File: config.mk
export PLATFORM = sky130hd
export DESIGN_NAME = alu_rr_arbiter
export DESIGN_NICKNAME = d
export VERILOG_FILES = /design/src/rtl/alu_rr_arbiter.sv
export SDC_FILE = /design/constraint.sdc
export NUM_CORES = 1
export LEC_CHECK = 0
export BUFFER_PORTS_ARGS = -buffer_cell sky130_fd_sc_hd__buf_4
export CAP_MARGIN = 20
export CELL_PAD_IN_SITES_DETAIL_PLACEMENT = 2
export CELL_PAD_IN_SITES_GLOBAL_PLACEMENT = 2
export CORE_MARGIN = 4
export CORE_UTILIZATION = 24
export DETAILED_ROUTE_END_ITERATION = 8
export PLACE_DENSITY = 0.93
export SYNTH_ARGS = -nofsm -noshare
export SYNTH_HDL_FRONTEND = slang
export SYNTH_SLANG_ARGS = --single-unit
File: constraint.sdc
create_clock -name clk -period 10 [get_ports clk]
set_input_delay 2 -clock clk [delete_from_list [all_inputs] [get_ports clk]]
set_output_delay 2 -clock clk [all_outputs]
set_load 0.02 [all_outputs]
File: src/rtl/alu_rr_arbiter.sv
// Round-robin arbiter sharing one combinational 32-bit, 8-op ALU between N_REQ requesters.
// A single registered output slot holds the latest result, tagged with the owner's index.
// N_REQ is legal in the range 2..8; rsp_id is always 3 bits wide.
module alu_rr_arbiter #(
   parameter int unsigned N_REQ = 4
) (
   input  logic                clk,
   input  logic                reset,
   input  logic [N_REQ-1:0]    req_valid,
   input  logic [3*N_REQ-1:0]  req_op,
   input  logic [32*N_REQ-1:0] req_a,
   input  logic [32*N_REQ-1:0] req_b,
   output logic [N_REQ-1:0]    req_ready,
   output logic                rsp_valid,
   output logic [2:0]          rsp_id,
   output logic [31:0]         rsp_y,
   input  logic                rsp_ready
);

   typedef enum logic {SlotEmpty, SlotFull} slot_state_e;

   slot_state_e      state_q;
   logic [2:0]       ptr_q;

   logic [N_REQ-1:0] hi_mask;
   logic [N_REQ-1:0] cand;
   logic             grant_found;
   logic [2:0]       grant_idx;
   logic [2:0]       grant_op;
   logic [31:0]      grant_a;
   logic [31:0]      grant_b;
   logic             can_accept;
   logic             do_grant;
   logic [2:0]       ptr_next;
   logic [31:0]      alu_y;

   // Rotating priority: requesters at or above ptr win first, then wrap to the low indices.
   always_comb begin
      hi_mask = '0;
      for (int i = 0; i < int'(N_REQ); i++) begin
         hi_mask[i] = (3'(i) >= ptr_q);
      end
      cand = ((req_valid & hi_mask) != '0) ? (req_valid & hi_mask) : req_valid;
      grant_found = 1'b0;
      grant_idx   = '0;
      grant_op    = '0;
      grant_a     = '0;
      grant_b     = '0;
      for (int i = 0; i < int'(N_REQ); i++) begin
         if (cand[i] && !grant_found) begin
            grant_found = 1'b1;
            grant_idx   = 3'(i);
            grant_op    = req_op[3*i +: 3];
            grant_a     = req_a[32*i +: 32];
            grant_b     = req_b[32*i +: 32];
         end
      end
   end

   // Slot accepts when empty or when the current result pops in the same cycle.
   always_comb begin
      can_accept = (state_q == SlotEmpty) || rsp_ready;
      do_grant   = grant_found && can_accept && !reset;
      req_ready  = do_grant ? (N_REQ'(1) << grant_idx) : '0;
      ptr_next   = (grant_idx == 3'(N_REQ - 1)) ? 3'd0 : grant_idx + 3'd1;
   end

   // Shared ALU; all arithmetic wraps modulo 2^32.
   always_comb begin
      alu_y = '0;
      unique case (grant_op)
         3'b000:  alu_y = grant_a;
         3'b001:  alu_y = grant_a + grant_b;
         3'b010:  alu_y = grant_a - grant_b;
         3'b011:  alu_y = grant_a & grant_b;
         3'b100:  alu_y = grant_a | grant_b;
         3'b101:  alu_y = grant_a + 32'd1;
         3'b110:  alu_y = grant_a - 32'd1;
         3'b111:  alu_y = grant_b;
         default: alu_y = '0;
      endcase
   end

   // Slot FSM: a grant fills (or refills) the slot, a pop without a grant empties it.
   always_ff @(posedge clk) begin
      if (reset) begin
         state_q <= SlotEmpty;
         rsp_id  <= '0;
         rsp_y   <= '0;
         ptr_q   <= '0;
      end else if (do_grant) begin
         state_q <= SlotFull;
         rsp_id  <= grant_idx;
         rsp_y   <= alu_y;
         ptr_q   <= ptr_next;
      end else if (state_q == SlotFull && rsp_ready) begin
         state_q <= SlotEmpty;
      end
   end

   assign rsp_valid = (state_q == SlotFull);

endmodule

# Word level (Yosys, flattened, before mapping)
# Index checks and enable logic that the tools add are counted.
# Widths: inputs -> output; s select.
[op_classes]
mul = 0
shifts = 1
n_eq_ne = 8
bitwise = 4
order_cmp = 4
add_sub_neg = 5
n_div = 0
reduce_logical = 14
muxes = 25
[ops]
columns = ["operator", "count"]
rows = [
  ["$mux 32", 8],
  ["$pmux 32 s8", 1],
  ["$add 32x1->32 const B", 1],
  ["$add 32x32->32", 1],
  ["$and 32x32->32", 1],
  ["$or 32x32->32", 1],
  ["$sub 32x1->32 const B", 1],
  ["$sub 32x32->32", 1],
  ["$mux 3", 7],
  ["$eq 3x3->1 const B", 4],
  ["$eq 3x2->1 const B", 3],
  ["$mux 4", 2],
  ["$mux 1", 7],
  ["$ge 1x3->1 const A", 2],
  ["$ge 2x3->1 const A", 2],
  ["$logic_and 1x1->1", 6],
  ["$and 4x4->4", 1],
  ["$logic_not 1->1", 4],
  ["$reduce_bool 4->1", 1],
  ["$shl 1x3->4 const A", 1],
  ["$add 3x1->3 const B", 1],
  ["$eq 3x1->1 const B", 1],
  ["$logic_not 3->1", 1],
  ["$reduce_bool 2->1", 1],
  ["2 further kinds", 2],
]
[totals]
regBits = 39
mem_bits_rw = 0
rom_bits = 0
mem_count = 0
latch_bits = 0
word_cells = 65
out_inout_bits = 40
in_bits = 275

# Logic depth before layout (Yosys ltp)
[logic_depth]
word_depth = 17
depth_mapped = 30
ltp_nobuf = 25

# Worst setup path after synthesis
# Ideal clock, no wire load.
[synth_path]
path_kind = "input port to flip-flop"
startpoint = "in req_valid[2]"
endpoint = "reg rsp_y[31]"
setup_slack_ns = 2.413
arrival_ns = 7.522
path_buffers = 6
stages = 29
t_required_ns = 9.935
path_cell_list = "buf_2 o211a_1 buf_6 or2_1 buf_6 buf_6 clkbuf_1 buf_1 a21oi_1 ha_1 nand2_1 or4_1 or3_4 nor2_2 nand2_1 xor2_1 a221oi_2 ha_1 a21o_1 a21o_1 a21o_1 a21oi_1 o21ai_0 o311a_1 a21bo_2 a21oi_1 nor2_1 mux2_1 nor2_1"
[synth_between]
elab_chain_cells = 15
elab_cells_between_ends = 42
[synth_lines]
columns = ["item", "line_no", "rtl"]
rows = [
  ["start, declared", "9", "input logic [N_REQ-1:0] req_valid,"],
  ["$and 4x4->4", "43", "cand = ((req_valid & hi_mask) != '0) ? (req_valid & hi_mask) : req_valid;"],
  ["$reduce_bool 4->1", "43", ""],
  ["$mux 4 *", "43", ""],
  ["$mux 1", "50", "if (cand[i] && !grant_found) begin"],
  ["$logic_not 1->1", "50", ""],
  ["$logic_and 1x1->1", "50", ""],
  ["$mux 1", "50", ""],
  ["$logic_not 1->1", "50", ""],
  ["$logic_and 1x1->1", "50", ""],
  ["$mux 1", "50", ""],
  ["$logic_not 1->1", "50", ""],
  ["$logic_and 1x1->1", "50", ""],
  ["$mux 32, or another cell as far along", "50", ""],
  ["$sub 32x1->32, or another cell as far along", "78", "3'b110: alu_y = grant_a - 32'd1;"],
  ["$pmux 32 s8 or $logic_and 1x1->1 (tied branches)", "71, 63", ""],
  ["end signal, assigned", "94", "rsp_y <= alu_y;"],
  ["end, declared", "16", "output logic [31:0] rsp_y,"],
]
# Every way passes the cells marked *; elsewhere a longest branch is shown, timed or not.
# A chain may end at the register's enable or synchronous reset.

# Final worst setup path
[layout_path]
startpoint = "in req_valid[1]"
endpoint = "reg rsp_y[31]"
# The elaborated chain is that of the path after synthesis.

==> results.cfg <==
[run_status]
outcome = complete, no violations

[global_routing]
top_usage_layer = met2
met3_usage = 0.06086
grt_pass1_vias = 9580
grt_pass1_wl_mm = 58.68
grt.met2_usage = 0.4373
met1_usage = 0.3240
grt_max_degree = 63
antenna_found_initial = 1
overflow = 0
track_usage = 0.2602

[sta]
setup_violations = 0
period_needed_ps = 8325
setup_tns_ps = 0
rsz0062_at_grt = no
clock_skew_ps = 7.426
fmax_mhz = 120.1
worst_pin_slew_ps = 996.3
hold_viol = 0
drv_slew = 0
min_period_over_period = 0.8325
slew_headroom = 0.3318

[place]
placed_area_sq_um = 8877
placed_cells = 1501
portBuffers = 313
hpwl_mm = 32.47
gp_congestion = 0.9543

[die]
die_y_um = 169.9
dieArea_sq_um = 28870
initial_utilization = 0.2470
ios = 315
core_area_sq_um = 25470
die_w_um = 169.9
rows = 58

[clock_network]
cts_sinks = 37
tritoncts = built
clk_path_buf_depth = 2
ctsResizeCount = 0
htreeDepth = 2
clock_latency_ps = 300
cts-root-buf = clkbuf_16
holdBufCountCts = 0
cts.clk_slew.worst_paths_ps = 60
post-cts-setup-buffers = 0
cts_made_buffers = 5

[yosys]
synthFlopType = dfxtp_1
synth_seq_area_share = 0.1177
syn-mean-instance-area_sq_um = 6.868
yosys_warnings = 0
yosysTopAreaCellShare = 0.1177
synthMostInstantiatedCell = nand2_1
ys_ff_latch = 37
synth_top_area_cell = dfxtp_1
netlist_top_cells_count = 106 x nand2_1, 102 x a21oi_1, 91 x nor2_1
synth_edf_count = 0
ys_types = 72
syn_area_sq_um = 6291
synth_top_cells_by_area = dfxtp_1 12%, a222oi_1 8.4%, a21oi_1 8.1%
synthArstFlopShare = 0
synth_nets = 1232
synthCells = 916

[finish]
fin_area_sq_um = 9089
nets = 1495
layoutNonFillerInstCount = 1511
nFillCells = 3044
postLayoutCoreUtil = 0.3568
area_delta_synth_final_pct = 44.47
drive_gt1_frac = 0.3059

[flow_run]
maxCapViolCount = 0

[power_and_ir_drop]
total_power_mw = 1.813
p_per_area_nw_per_um2 = 199.4
ir_worst_vdd_mv = 0.09805
p_leak_nw = 4.064

[route]
vias_per_cell = 5.943
drtPass1Iterations = 8
drtIter0Drc = 851
avgRoutedWirePerCell_um = 26.29
drt_wl_total_mm = 39.72
antenna_left = 0
vias = 8980
drcViolationCount = 0

[critical_path]
crit_type = in -> reg
worstPathArrival_ps = 8560
crit_fanout = 54
cp.required_ps = 10230
worstSetupStartpointType = input port
critPathCaptureType = flop

[worst_hold_path]
hold_class = reg -> reg
## worst paths after layout
path,start,to,slack [ps],cells after the start
max reg2reg,ptr_q[1]$_SDFFE_PP0P_,rsp_y[31]$_SDFFE_PP0P_,3010,23
min,rsp_y[18]$_SDFFE_PP0P_,rsp_y[18]$_SDFFE_PP0P_,500,2
max,req_valid[1],rsp_y[31]$_SDFFE_PP0P_,1670,24
min reg2reg,rsp_y[18]$_SDFFE_PP0P_,rsp_y[18]$_SDFFE_PP0P_,500,2
## area by class of cell
class	count	area, sq um	area share
clock inverters	3	68.82	0.007572
diodes	1	2.502	0.0002753
well taps	330	412.9	0.04543
repair buffers	331	2492	0.2742
clock buffers	5	125.1	0.01377
multi-input cells	788	5186	0.5706
inverters	16	60.06	0.006608
flip-flops and latches	37	740.7	0.08150
## routing by layer
layer  up-vias  wire length (um)
met5         -                 0
met3        71              3294
met4         0              1630
li1       4046                 -
met1      4452             16320
met2       411             18480
## kinds of logic after synthesis
family / count (synthesis) / synth area share
compound gates: 361 / 0.4035
simple gates: 327 / 0.2542
buf+inv: 91 / 0.05947
xor+xnor: 55 / 0.07657
fa+ha+maj: 41 / 0.08274
flops: 37 / 0.1177
mux: 3 / 0.005171
other cells: 1 / 0.0005961
## power breakdown
part	leakage [nW]	internal, mW	switching [mW]
Sequential	0.308	0.204	0.0403
Combinational	3.66	0.538	0.818
Clock	0.0944	0.144	0.0694
## per-stage QoR
stage / hold WS, ps / worst slack, ps
floorplan: 534.3 / 2413
detailed placement: 486.9 / 1479
global placement: 472.5 / 1883
CTS: 511.2 / 1774
finish: 503.1 / 1675
global route: 535.6 / 1198
## registers in the layout, summed over array words and instances, names as in the netlist
| signal | count |
|---|---|
| ptr_q | 2 |
| rsp_valid | 1 |
| rsp_id | 2 |
| rsp_y | 32 |
## cell usage in the layout (no fill, tap or decap), types with 3 or more instances in the layout
cell type / synthesis / routed
xor2_1: 18 / 18
nor2b_1: 8 / 8
o21ai_0: 64 / 63
a41o_1: 9 / 9
nor2_1: 91 / 90
o2bb2ai_1: 5 / 5
a22o_1: 3 / 3
o22ai_1: 3 / 3
a22oi_1: 11 / 11
dfxtp_1: 37 / 37
nand3b_1: 31 / 31
nand2_1: 106 / 106
o21a_1: 7 / 7
nand4_1: 8 / 8
o221ai_1: 4 / 4
nand2b_1: 6 / 6
and2_1: 7 / 7
ha_1: 40 / 40
o211ai_1: 3 / 3
a21o_1: 25 / 25
a41oi_1: 6 / 6
a21oi_1: 102 / 102
a211oi_1: 7 / 7
and3_1: 5 / 5
clkbuf_16: 0 / 5
a31oi_1: 7 / 7
nand3_1: 6 / 6
a222oi_1: 53 / 53
and4_1: 3 / 3
inv_1: 16 / 16
or3_1: 4 / 4
o21bai_1: 4 / 4
xnor2_1: 37 / 37
buf_4: 1 / 330
nor3_1: 33 / 33
a221oi_1: 27 / 27
## worst max-delay path, cell delays in order
cell      delay (ps)
buf_4            130
o21bai_1         100
nand2_1          410
or2_4            650
buf_4            570
a21oi_1          340
or4_1            690
or3_4            450
nor2_2           140
nand2_1          110
xor2_1           180
a221oi_2         260
ha_1             340
a21o_1           220
a21o_1           170
a21o_1           180
a21oi_1          130
o21ai_0          130
o311a_1          410
a21bo_2          240
a21oi_1          190
nor2_1            60
mux2_1           300
nor2_1           100
(Power assumes the default switching activity.)
